## src/rtl/pc_sequencer.sv

```systemverilog
// Fetch/branch sequencer: walks each instruction through fetch, execute wait and PC update,
// and drives the PC select plus the sign-extended branch word offset.
module pc_sequencer #(
    parameter int unsigned TIMEOUT = 15,
    parameter int unsigned CW      = 4
) (
    input  logic        clock,
    input  logic        reset,
    input  logic        run,
    output logic        imem_req,
    input  logic        imem_ack,
    input  logic [31:0] instr,
    output logic [31:0] ir,
    output logic        ir_load,
    input  logic        exec_done,
    input  logic        zero,
    output logic [1:0]  PS,
    output logic [63:0] pc_offset,
    output logic        busy,
    output logic        halted,
    output logic        fault
);

    typedef enum logic [2:0] {
        ST_IDLE   = 3'd0,
        ST_FETCH  = 3'd1,
        ST_EXEC   = 3'd2,
        ST_UPDATE = 3'd3,
        ST_HALTED = 3'd4,
        ST_FAULT  = 3'd5
    } state_t;

    typedef enum logic [1:0] {
        K_OTHER = 2'd0,
        K_B     = 2'd1,
        K_CBZ   = 2'd2,
        K_CBNZ  = 2'd3
    } kind_t;

    localparam logic [31:0]   HLT_WORD  = 32'hD440_0000;
    localparam logic [CW-1:0] TIMEOUT_C = CW'(TIMEOUT);

    state_t         r_state;
    kind_t          r_kind;
    logic [31:0]    r_ir;
    logic [63:0]    r_pc_offset;
    logic [CW-1:0]  r_wait_cnt;
    logic           r_taken;
    logic           r_ir_load;
    logic           r_imem_req;
    logic           r_busy;
    logic           r_halted;
    logic           r_fault;
    logic [1:0]     r_ps;

    state_t         w_next;
    logic [CW-1:0]  w_cnt_next;
    logic           w_capture;
    logic           w_taken_next;
    logic [1:0]     w_ps_next;

    function automatic kind_t f_kind(input logic [31:0] w);
        kind_t k;
        if (w[31:26] == 6'b000101) begin
            k = K_B;
        end else if (w[31:24] == 8'hB4) begin
            k = K_CBZ;
        end else if (w[31:24] == 8'hB5) begin
            k = K_CBNZ;
        end else begin
            k = K_OTHER;
        end
        return k;
    endfunction

    function automatic logic [63:0] f_offset(input logic [31:0] w);
        logic [63:0] o;
        case (f_kind(w))
            K_B:          o = {{38{w[25]}}, w[25:0]};
            K_CBZ, K_CBNZ: o = {{45{w[23]}}, w[23:5]};
            default:      o = 64'd0;
        endcase
        return o;
    endfunction

    // Next-state, fetch-timeout counter and branch decision
    always_comb begin
        w_next       = r_state;
        w_cnt_next   = r_wait_cnt;
        w_capture    = 1'b0;
        w_taken_next = r_taken;
        case (r_state)
            ST_IDLE: begin
                if (run) begin
                    w_next = ST_FETCH;
                end else begin
                    w_next = ST_IDLE;
                end
            end
            ST_FETCH: begin
                // An ack on the final allowed cycle still wins over the timeout
                if (imem_ack) begin
                    w_capture  = 1'b1;
                    w_cnt_next = {CW{1'b0}};
                    if (instr == HLT_WORD) begin
                        w_next = ST_HALTED;
                    end else begin
                        w_next = ST_EXEC;
                    end
                end else if (r_wait_cnt == TIMEOUT_C) begin
                    w_next = ST_FAULT;
                end else begin
                    w_cnt_next = r_wait_cnt + CW'(1);
                end
            end
            ST_EXEC: begin
                if (exec_done) begin
                    w_next = ST_UPDATE;
                    case (r_kind)
                        K_B:     w_taken_next = 1'b1;
                        K_CBZ:   w_taken_next = zero;
                        K_CBNZ:  w_taken_next = ~zero;
                        default: w_taken_next = 1'b0;
                    endcase
                end else begin
                    w_next = ST_EXEC;
                end
            end
            ST_UPDATE: begin
                if (run) begin
                    w_next = ST_FETCH;
                end else begin
                    w_next = ST_IDLE;
                end
            end
            ST_HALTED: w_next = ST_HALTED;
            ST_FAULT:  w_next = ST_FAULT;
            default:   w_next = ST_IDLE;
        endcase
    end

    // PS is pre-decoded for the state being entered so that it is a plain register output
    always_comb begin
        w_ps_next = 2'b00;
        if (w_next == ST_UPDATE) begin
            w_ps_next = w_taken_next ? 2'b11 : 2'b01;
        end else begin
            w_ps_next = 2'b00;
        end
    end

    // State, instruction/decode registers and registered Moore outputs
    always_ff @(posedge clock) begin
        if (!reset) begin
            r_state     <= ST_IDLE;
            r_kind      <= K_OTHER;
            r_ir        <= 32'd0;
            r_pc_offset <= 64'd0;
            r_wait_cnt  <= {CW{1'b0}};
            r_taken     <= 1'b0;
            r_ir_load   <= 1'b0;
            r_imem_req  <= 1'b0;
            r_busy      <= 1'b0;
            r_halted    <= 1'b0;
            r_fault     <= 1'b0;
            r_ps        <= 2'b00;
        end else begin
            r_state    <= w_next;
            r_wait_cnt <= w_cnt_next;
            r_taken    <= w_taken_next;
            r_ir_load  <= w_capture;
            if (w_capture) begin
                r_ir        <= instr;
                r_pc_offset <= f_offset(instr);
                r_kind      <= f_kind(instr);
            end
            r_imem_req <= (w_next == ST_FETCH);
            r_busy     <= (w_next == ST_FETCH) || (w_next == ST_EXEC) || (w_next == ST_UPDATE);
            r_halted   <= (w_next == ST_HALTED);
            r_fault    <= (w_next == ST_FAULT);
            r_ps       <= w_ps_next;
        end
    end

    // Reset must stop a PC load even in the middle of an UPDATE cycle
    assign PS        = reset ? r_ps : 2'b00;
    assign imem_req  = r_imem_req;
    assign ir        = r_ir;
    assign ir_load   = r_ir_load;
    assign pc_offset = r_pc_offset;
    assign busy      = r_busy;
    assign halted    = r_halted;
    assign fault     = r_fault;

endmodule

```

## config.mk

```make
export PLATFORM = sky130hd
export DESIGN_NAME = pc_sequencer
export DESIGN_NICKNAME = d
export VERILOG_FILES = /design/src/rtl/pc_sequencer.sv
export SDC_FILE = /design/constraint.sdc
export NUM_CORES = 1
export LEC_CHECK = 0
export CORE_MARGIN = 2
export CORE_UTILIZATION = 44
export CTS_CLUSTER_DIAMETER = 120
export DETAILED_ROUTE_END_ITERATION = 12
export PLACE_DENSITY = 0.81
export SETUP_SLACK_MARGIN = 0.05
export SLEW_MARGIN = 20
export SYNTH_ARGS = -nofsm -noshare
export SYNTH_HDL_FRONTEND = slang
export SYNTH_SLANG_ARGS = --single-unit
```

## constraint.sdc

```tcl
create_clock -name clock -period 2.3 [get_ports clock]
set_clock_uncertainty 0.1 [all_clocks]
set_input_delay 0.69 -clock clock [delete_from_list [all_inputs] [get_ports clock]]
set_output_delay 0.69 -clock clock [all_outputs]
set_load 0.01 [all_outputs]
```

---- Word level (Yosys, flattened, before mapping) ----
Cells that the tools add are included.
cells by class
  add/sub/neg operators ................... 1
  eq/ne operators ......................... 22
  mux-type cells .......................... 21
  bitwise gates (word level) .............. 1
  reduce and logical (&&, ||, !) cells .... 7
operators by type and width
  operator                                                          count
  64-bit one-hot mux with 2 select lines                            1
  32-bit == test (second input constant)                            1
  8-bit == test (second input constant)                             2
  3-bit one-hot mux with 5 select lines                             1
  2-bit 2-to-1 mux                                                  7
  3-bit by 2-bit == test with 1-bit output (second input constant)  4
  3-bit == test (second input constant)                             4
  3-bit 2-to-1 mux                                                  3
  2-bit == test (second input constant)                             4
  4-bit 2-to-1 mux                                                  2
  3-bit by 1-bit == test with 1-bit output (second input constant)  2
  6-bit by 3-bit == test with 1-bit output (second input constant)  1
  1-bit 2-to-1 mux                                                  6
  4-bit by 1-bit adder with 4-bit output (second input constant)    1
  2-bit by 1-bit == test with 1-bit output (second input constant)  2
  4-bit == test (second input constant)                             1
  2-bit AND reduction                                               2
  2-bit OR reduction                                                2
  3-bit logical NOT                                                 1
  1-bit one-hot mux with 3 select lines                             1
  1-bit logical OR                                                  2
  2-bit inequality test (second input constant)                     1
  1-bit NOT                                                         1
word-level totals
  register bits ........................... 113
  input port bits ......................... 38
  output and inout bits ................... 103

---- Depth between registers and ports, before layout ----
Gate-level depths: netlist of run 1.
  depth after elaboration ................. 9
  mapped depth ............................ 6

---- Least setup slack after synthesis of run 1 ----
OpenSTA, ideal clock, no wires.
  path type ............................... input-to-output
  start point ............................. input reset
  end point ............................... output PS[0]
  arrival time ............................ 1.326 ns
  slack ................................... 0.184 ns
  stages .................................. 3
  buffers on the path ..................... 2
  path through ............................ clkbuf_1 clkbuf_1 and2_1
between the ends
  cells in the longest elaborated chain, start to end .. 1
ends and longest elaborated chain
  item              line  RTL
  from (decl)       8     input logic reset,
  2-bit 2-to-1 mux  186   assign PS = reset ? r_ps : 2'b00;
  to (decl)         17    output logic [1:0] PS,
Every way passes these cells.

---- Final worst setup path of run 1 ----
  start point ............................. register r_pc_offset[20] (netlist: pc_offset[20])
  end point ............................... output pc_offset[20]
RTL lines
  item                    line  RTL
  from (decl)             46    logic [63:0] r_pc_offset;
  from (signal assigned)  174   r_pc_offset <= f_offset(instr);
  to (decl)               18    output logic [63:0] pc_offset,
No word-level cell between the ends.

==> metrics.txt, run 1 <==
clk root buf clkbuf_8; placed insts 617; met3 WL 1100 um; Starting DRT DRC Count 132; delay-heaviest family, CP buffers and inverters; Slew Viols, Final 0; share of layout cells above drive strength 1 17.0%; remaining global-route overflow 0; Critical-path top delay cell clkdlybuf4s50_1; max_slew headroom 61.7%; CP max stage delay 0.58 ns; DIE HEIGHT 94.6 um; DR vias 3,281; syn_nets 436; WL met2 4840 um; GPL Wtd Cong 0.818; TritonCTS Buffers 9; cell area after synthesis 0.00361 mm2; Power Total 3.14 mW; Hold Crit Class register to register; Inserted Diodes 0; WP depth 1; Syn Inst Count 397; crit path from pc_offset[20]; Die Wd 94.6 um; library cells used by synthesis 49; CP max FO 2; WL per Instance 15.8 um; setup violators final 0; DR pass1 iterations 4; Ys Warns 0; Max Cap Viol 0; Final Non-Filler Cells 633; Area growth syn-to-layout 47.6%; slew of the pin with the lowest slew margin 0.575 ns; asr flop ratio synth 0%; Nets 562; CP Capture Type output port; drt via density 5.18; Critical Path RT 1.51 ns; internal cell power 2.31 mW; post-CTS sizing 16; DR DRC count 0; wire length on met1 3980 um; H-tree depth 3; wire length of the first global-routing pass 15,700 um; pin count of the biggest net entering global routing 71; Die ar. 0.00894 mm2; CTS tree done; worst setup path endpoint pc_offset[20]; Rows 33; Synth Flop Type dfxtp_1; register area share after synthesis 41.6%; status finished clean; CORE AREA 0.00809 mm2; Critical R2R Capture r_ps[1]; clk buf depth 2; final hold slack 0.364 ns; Seq pwr share 44.6%; VDD IR max 300 uV; DPL Wire Length 7350 um; Skew-Pair Late Insertion Delay 0.35 ns; critical path arrival 1.29 ns; cell leakage power 2.44 nW; Tcrit/Tclk final 90.4%; clock slew at reported path FFs 0.08 ns; Bufs and invs on worst path 1; I/O Pins 141; initial antenna violation count 0; highest metal used met4; Total GRT Usage 22.8%; Hold Path Depth 2; crit-path cells clkdlybuf4s50_1; Syn Area/Cell 9.09 um2; CTS Sinks 75; Buffers on Ports 140; Min Clock Period, post-route 2.08 ns; PwrDens 589 mW/mm2; fill count 660; Final Util 65.8%; final-report hold violation count 0; Register-to-Register Path Depth 4; Yosys reg bits 75; Worst R2R Setup Slack 0.55 ns; RSZ-0062 raised after global routing no; hold buffer count at CTS 0; RR Startpoint r_state[1]; Achievable Freq 481 MHz; setup_tns 0 ns; post-CTS setup buffer count 0; switching share of total power 26.5%; Comb pwr share 19.4%; post-route ant nets 0; Clk pwr share 36.0%; drt total wl 10,000 um; EDFF count, synth 0; NetSw 0.831 mW; critical path class register to output port; Worst Setup Start Kind register; Initial Utilization 44.6%; number of global-route vias before repair 3,179
metrics by stage:
stage | worst slack [ns] | cell area [um2]
floorplan | 0.184 | 3610
global placement | -0.104 | 5060
detailed placement | -0.0795 | 5060
CTS | 0.0282 | 5270
global route | 0.163 | 5330
finish | 0.221 | 5330
worst min path at each step:
stage	from	end	slack, ns
3_3_place_gp	r_kind[1]	r_kind[1]	0.35
3_5_place_dp	r_kind[1]	r_kind[1]	0.35
5_1_grt	r_kind[1]	r_kind[1]	0.39
2_1_floorplan	r_kind[1]	r_kind[1]	0.34
6_report	r_kind[1]	r_kind[1]	0.36
4_1_cts	r_kind[1]	r_kind[1]	0.37
cell families (layout without fill, tap and decap cells):
| kind of cell | after synthesis | after routing | share of synthesized area [%] |
|---|---|---|---|
| simple gates | 166 | 166 | 26.2 |
| flops | 75 | 75 | 41.6 |
| fa+ha+maj | 1 | 1 | 0.347 |
| xor+xnor | 1 | 1 | 0.243 |
| mux | 3 | 3 | 0.832 |
| compound gates | 85 | 85 | 18.5 |
| buf+inv | 66 | 197 | 12.3 |
synth_stat cells, types with 2 or more instances:
cell / number / area share [%]
nand2_1: 78 / 8.1
dfxtp_1: 75 / 42
buf_4: 41 / 8.5
a21boi_0: 32 / 6.7
nor2_1: 24 / 2.5
a21oi_1: 13 / 1.8
nor3b_1: 12 / 2.5
nor3b_2: 12 / 4.2
a221oi_2: 11 / 4.6
o21ai_0: 10 / 1.4
buf_2: 9 / 1.2
clkbuf_1: 8 / 0.83
a221oi_1: 7 / 1.7
nor4_1: 6 / 1.0
nor2b_1: 5 / 0.87
buf_6: 4 / 1.2
a31oi_1: 3 / 0.52
buf_1: 3 / 0.31
mux2i_1: 3 / 0.83
nor3_1: 3 / 0.42
nor4b_1: 3 / 0.73
a21boi_1: 2 / 0.42
and2_1: 2 / 0.35
and3_1: 2 / 0.35
and3b_1: 2 / 0.49
nand3_1: 2 / 0.28
o21a_1: 2 / 0.42
o21ai_1: 2 / 0.28
power groups by stage:
stage,clock [mW],sequential [mW],combinational [mW]
floorplan,0,1.45,0.281
global placement,0,1.43,0.620
detailed placement,0,1.43,0.629
CTS,1.16,1.40,0.620
global route,1.23,1.41,0.656
finish,1.13,1.40,0.609
sequential cells by signal, indices dropped and copies added, names as in the netlist:
register / count
ir: 32
pc_offset: 26
r_wait_cnt: 4
r_state: 3
r_kind: 2
r_ps: 2
busy: 1
fault: 1
halted: 1
imem_req: 1
ir_load: 1
r_taken: 1
layout by cell type (no fill, tap or decap), types with 2 or more instances in the layout:
| cell | n |
|---|---|
| and2_1 | 2 |
| nand3_1 | 2 |
| a221oi_1 | 7 |
| and3_1 | 2 |
| a221oi_2 | 11 |
| a21boi_0 | 32 |
| and3b_1 | 2 |
| bufinv_16 | 2 |
| dlymetal6s2s_1 | 25 |
| nor3b_2 | 12 |
| buf_12 | 5 |
| a21oi_1 | 13 |
| dlygate4sd2_1 | 16 |
| clkdlybuf4s50_1 | 98 |
| nor2b_1 | 5 |
| nor4b_1 | 3 |
| a21boi_1 | 2 |
| inv_6 | 2 |
| clkbuf_8 | 9 |
| dfxtp_1 | 75 |
| buf_4 | 35 |
| nor3b_1 | 12 |
| nor4_1 | 6 |
| a31oi_1 | 3 |
| o21ai_1 | 2 |
| nand2_1 | 78 |
| nor3_1 | 3 |
| nor2_1 | 23 |
| mux2i_1 | 3 |
| o21ai_0 | 10 |
| o21a_1 | 2 |
routing by layer:
layer | vias up | GRT usage [%]
li1 | 1593 | -
met1 | 1526 | 25.9
met2 | 153 | 40.2
met3 | 9 | 8.54
met4 | 0 | 6.52
met5 | - | 0
cell type report:
type	count	area [um2]	share of cell area (%)
Clock buffer	9	124	2.32
Clock inverter	7	98.8	1.85
Inverter	1	3.75	0.0704
Multi-Input combinational cell	256	1670	31.3
Sequential cell	75	1500	28.2
Tap cell	105	131	2.47
Timing Repair Buffer	180	1800	33.8
Note: power is estimated with default switching activity, not from simulation.
==> inputs of run 2 (changes only) <==
--- a/config.mk
+++ b/config.mk
@@ -5,6 +5,8 @@
 export SDC_FILE = /design/constraint.sdc
 export NUM_CORES = 1
 export LEC_CHECK = 0
+export ABC_CLOCK_PERIOD_IN_PS = 2300
+export CORE_ASPECT_RATIO = 1.1
 export CORE_MARGIN = 2
 export CORE_UTILIZATION = 44
 export CTS_CLUSTER_DIAMETER = 120
==> run 2 against run 1 <==
  * Setup slack got worse by 0.13 ns
  * Die area barely moved
  * Critical path type unchanged
  * Core utilization rose by 1.8 points
  * Critical path depth rose by 1
  * Via count rose by 3.4%
  * Sequential cell count did not move
  * Power barely moved
==> metrics.txt, run 2 (same netlist as run 1, synthesis figures left out) <==
CP max FO 19 (was 2); critical path arrival 1.42 ns (was 1.29 ns); Max Cap Viol 0 (unchanged); TritonCTS Buffers 9 (unchanged); clock slew at reported path FFs 0.08 ns (about the same); Power Total 3.14 mW (about the same); clk buf depth 2 (unchanged); CTS Sinks 75 (unchanged); DR vias 3,394 (was 3,281); status finished clean (unchanged); Worst Setup Start Kind register (unchanged); Starting DRT DRC Count 207 (was 132); drt via density 5.29 (was 5.18); remaining global-route overflow 0 (unchanged); Die Wd 90.4 um (was 94.6 um); Nets 567 (was 562); number of global-route vias before repair 3,414 (was 3,179); RSZ-0062 raised after global routing no (unchanged); H-tree depth 3 (unchanged); most common library cell in the layout ignoring fill and taps clkdlybuf4s50_1 (unchanged); slew of the pin with the lowest slew margin 0.559 ns (was 0.575 ns); final hold slack 0.366 ns (was 0.364 ns); Area growth syn-to-layout 49.0% (was 47.6%); setup_tns 0 ns (unchanged); max reg flops 32 (unchanged); share of layout cells above drive strength 1 18.0% (was 17.0%); Critical Path RT 1.51 ns (about the same); initial antenna violation count 0 (unchanged); GPL Wtd Cong 0.867 (was 0.818); Inserted Diodes 0 (unchanged); Buffers on Ports 140 (unchanged); I/O Pins 141 (unchanged); most frequent cells in the layout 122 x clkdlybuf4s50_1, 78 x nand2_1, 74 x dfxtp_1, 38 x buf_4, 32 x a21boi_0 (was 98 x clkdlybuf4s50_1, 78 x nand2_1, 75 x dfxtp_1, 35 x buf_4, 32 x a21boi_0); hold buffer count at CTS 0 (unchanged); placed insts 624 (was 617); critical path class register to output port (unchanged); Total GRT Usage 23.1% (was 22.8%); max_slew headroom 62.7% (was 61.7%); Initial Utilization 45.4% (was 44.6%); DR pass1 iterations 4 (unchanged); Setup WS pre-CTS -0.134 ns (was -0.0795 ns); final setup margin 0.0942 ns (was 0.221 ns); Rows 34 (was 33); clk root buf clkbuf_8 (unchanged); drt total wl 10,300 um (was 10,000 um); WL per Instance 16.0 um (was 15.8 um); Achievable Freq 453 MHz (was 481 MHz); Final Util 67.6% (was 65.8%); Die ar. 0.00895 mm2 (was 0.00894 mm2); post-route ant nets 0 (unchanged); Worst R2R Setup Slack 0.48 ns (was 0.55 ns); wire length of the first global-routing pass 16,500 um (was 15,700 um); final-report hold violation count 0 (unchanged); DR DRC count 0 (unchanged); CTS tree done (unchanged); Skew-Pair Late Insertion Delay 0.35 ns (about the same); Tcrit/Tclk final 95.9% (was 90.4%); Hold Crit Class register to register (unchanged); CORE AREA 0.00796 mm2 (was 0.00809 mm2); cell leakage power 2.20 nW (was 2.44 nW); CP Capture Type output port (unchanged); Min Clock Period, post-route 2.21 ns (was 2.08 ns); DIE HEIGHT 99.0 um (was 94.6 um); VDD IR max 334 uV (was 300 uV); DPL Wire Length 7570 um (was 7350 um); Slew Viols, Final 0 (unchanged); Area after DPL 0.00511 mm2 (was 0.00506 mm2); setup violators final 0 (unchanged); PwrDens 584 mW/mm2 (was 589 mW/mm2); post-route cell area 0.00538 mm2 (was 0.00533 mm2); Final Non-Filler Cells 641 (was 633); pin count of the biggest net entering global routing 71 (unchanged)
run 2: changes by cell type in the layout (fill, tap and decap cells not counted), sizes merged:
| cell | previous run | this run |
|---|---|---|
| clkdlybuf4s50 | 98 | 122 |
| dlymetal6s2s | 25 | 12 |
| buf | 41 | 45 |
| clkbuf | 9 | 10 |
| dlygate4sd2 | 16 | 5 |
| clkinv | 2 | 5 |
| inv | 3 | 1 |
| clkinvlp | 1 | 0 |
run 2: what timing repair did:
item                                    CTS  global route
endpoints found under the setup margin   41            36
setup buffers                             0             0
gates resized for setup                   5            14
gates cloned                              0             1
run 2: power by group:
group / internal (mW) / leakage [nW] / switching (mW)
clock: 0.608 / 0.113 / 0.494
sequential: 1.36 / 0.611 / 0.0432
combinational: 0.354 / 1.48 / 0.283
run 2: critical path, stage by stage, from the launching register on:
cell and delay, ns:
dfxtp_4 0.38, clkbuf_16 0.16, clkdlybuf4s50_1 0.53
run 2: path summary, 6_finish.rpt:
kind,startpoint,endpoint,depth (start not counted)
setup / recovery,pc_offset[62],pc_offset[37],2
hold / removal,ir[11],ir[11],2
setup reg to reg,r_state[0],pc_offset[19],4
hold reg to reg,ir[11],ir[11],2
run 2: final cells by class:
cell class / instances / area [um2]
Timing Repair Buffer: 185 / 1850
Inverter: 1 / 3.75
Sequential cell: 75 / 1510
Tap cell: 108 / 135
Clock inverter: 7 / 92.6
Fill cell: 636 / 2580
Multi-Input combinational cell: 256 / 1670
Clock buffer: 9 / 124
run 2: per-layer routing:
| layer | vias to the layer above | track usage (%) | routed length, um | part of all wire, % |
|---|---|---|---|---|
| met5 | - | 0 | 0 | 0 |
| met4 | 0 | 9.70 | 313 | 3.0 |
| met3 | 25 | 6.50 | 704 | 6.9 |
| met2 | 135 | 42.2 | 5310 | 52 |
| met1 | 1630 | 25.1 | 3940 | 38 |
| li1 | 1604 | - | - | - |
==> inputs of run 3 (changes only) <==
--- a/config.mk
+++ b/config.mk
@@ -6,6 +6,7 @@
 export NUM_CORES = 1
 export LEC_CHECK = 0
 export ABC_CLOCK_PERIOD_IN_PS = 2300
+export CAP_MARGIN = 20
 export CORE_ASPECT_RATIO = 1.1
 export CORE_MARGIN = 2
 export CORE_UTILIZATION = 44
@@ -13,6 +14,7 @@
 export DETAILED_ROUTE_END_ITERATION = 12
 export PLACE_DENSITY = 0.81
 export SETUP_SLACK_MARGIN = 0.05
+export SKIP_CTS_REPAIR_TIMING = 1
 export SLEW_MARGIN = 20
 export SYNTH_ARGS = -nofsm -noshare
 export SYNTH_HDL_FRONTEND = slang
==> run 3 against run 2 <==
  * Maximum frequency down 0.61%
  * Highest routed layer unchanged
  * Die area did not move
  * Count of clock-buffer cells in the layout unchanged
  * Final cell count is the same
  * Sequential share of layout area down 0.11 points
  * First-iteration DRC count shrank 0.48%
  * Wire length increased by 0.76%
  * Clock power is essentially flat
  * Hold slack about the same
  * Combinational power hardly changed
==> metrics.txt, run 3 (same netlist as run 1, synthesis figures left out) <==
number of global-route vias before repair 3,411 (was 3,414); critical path arrival 1.43 ns (was 1.42 ns); clock slew at reported path FFs 0.08 ns (about the same); Buffers on Ports 140 (unchanged); WL per Instance 16.1 um (was 16.0 um); PwrDens 582 mW/mm2 (was 584 mW/mm2); Starting DRT DRC Count 206 (was 207); internal cell power 2.32 mW (about the same); Inserted Diodes 0 (unchanged); CP Capture Type output port (unchanged); Initial Utilization 45.4% (unchanged); Final Non-Filler Cells 641 (unchanged); remaining global-route overflow 0 (unchanged); cell leakage power 2.29 nW (was 2.20 nW); clk buf depth 2 (unchanged); Clk pwr share 35.1% (about the same); DR vias 3,362 (was 3,394); max_slew headroom 63.1% (was 62.7%); share of layout cells above drive strength 1 18.0% (unchanged); fill count 632 (was 636); switching share of total power 26.1% (about the same); VDD IR max 334 uV (about the same); CP max stage delay 0.55 ns (was 0.53 ns); Achievable Freq 451 MHz (was 453 MHz); Skew-Pair Late Insertion Delay 0.35 ns (about the same); Die ar. 0.00895 mm2 (unchanged); DR DRC count 0 (unchanged); crit-path cells clkbuf_16 -> clkdlybuf4s50_1 (unchanged); GPL Wtd Cong 0.867 (unchanged); max reg flops 32 (unchanged); DIE HEIGHT 99.0 um (unchanged); DPL Wire Length 7570 um (unchanged); DR pass1 iterations 7 (was 4); Rows 34 (unchanged); placed insts 624 (unchanged); most frequent cells in the layout 121 x clkdlybuf4s50_1, 78 x nand2_1, 74 x dfxtp_1, 38 x buf_4, 32 x a21boi_0 (was 122 x clkdlybuf4s50_1, 78 x nand2_1, 74 x dfxtp_1, 38 x buf_4, 32 x a21boi_0); TritonCTS Buffers 9 (unchanged); CP max FO 19 (unchanged); Setup WS pre-CTS -0.134 ns (unchanged); drt total wl 10,300 um (about the same); Min Clock Period, post-route 2.22 ns (was 2.21 ns); Slew Viols, Final 0 (unchanged); wire length of the first global-routing pass 16,500 um (unchanged); critical path class register to output port (unchanged); drt via density 5.24 (was 5.29); Comb pwr share 20.3% (about the same); post-route ant nets 0 (unchanged); Max Cap Viol 0 (unchanged); CORE AREA 0.00796 mm2 (unchanged); Nets 567 (unchanged); Total GRT Usage 23.1% (unchanged); clk root buf clkbuf_8 (unchanged); Hold Crit Class register to register (unchanged); H-tree depth 3 (unchanged); initial antenna violation count 0 (unchanged); Critical-path top delay cell clkdlybuf4s50_1 (unchanged); Worst Setup Start Kind register (unchanged); Seq pwr share 44.6% (about the same); status finished clean (unchanged); slew of the pin with the lowest slew margin 0.553 ns (was 0.559 ns); Tcrit/Tclk final 96.5% (was 95.9%); Area growth syn-to-layout 49.6% (was 49.0%); setup violators final 0 (unchanged); most common library cell in the layout ignoring fill and taps clkdlybuf4s50_1 (unchanged); NetSw 0.822 mW (was 0.821 mW); pin count of the biggest net entering global routing 71 (unchanged); Die Wd 90.4 um (unchanged); I/O Pins 141 (unchanged); Power Total 3.15 mW (was 3.14 mW); RSZ-0062 raised after global routing no (unchanged); Critical Path RT 1.51 ns (about the same); final setup margin 0.0807 ns (was 0.0942 ns); CTS Sinks 75 (unchanged); final-report hold violation count 0 (unchanged); CTS tree done (unchanged)
[run 3: area by class of cell]
cell class	count	area, um2	area share (%)
Clock inverter	7	92.6	1.71
Inverter	1	3.75	0.0695
Timing Repair Buffer	185	1870	34.7
Tap cell	108	135	2.50
Sequential cell	75	1510	27.9
Clock buffer	9	124	2.29
Multi-Input combinational cell	256	1670	30.9
[run 3: worst max-delay path, delay by kind of cell, from the launching register on]
kind / cells / cell delay (ns)
buf+inv: 2 / 0.71
flops: 1 / 0.38
[run 3: final timing paths]
check	depth (start not counted)	slack, ns	end	start
min	2	0.37	ir[11]	ir[11]
max	2	0.08	pc_offset[33]	pc_offset[62]
min reg2reg	2	0.37	ir[11]	ir[11]
max reg2reg	4	0.47	pc_offset[19]	r_state[0]
[run 3: layer usage]
layer | vias to the layer above | wire length, um | track usage [%]
li1 | 1601 | - | -
met4 | 0 | 255 | 9.70
met2 | 140 | 5380 | 42.2
met5 | - | 0 | 0
met1 | 1600 | 3960 | 25.1
met3 | 21 | 755 | 6.42
[run 3: through the flow]
step	util [%]	hold slack (ns)	cell area (um2)	setup TNS [ns]
CTS	67.0	0.369	5330	0
global placement	64.2	0.352	5110	-0.574
global route	67.9	0.380	5400	0
detailed placement	64.2	0.359	5110	-1.86
finish	67.9	0.366	5400	0
floorplan	-	0.335	3610	0
[run 3: power by group through the flow]
stage	combinational [mW]	sequential [mW]	clock (mW)
5_1_grt	0.689	1.41	1.17
3_5_place_dp	0.638	1.43	0
6_report	0.639	1.40	1.10
4_1_cts	0.643	1.40	1.12
2_1_floorplan	0.281	1.45	0
3_3_place_gp	0.624	1.43	0
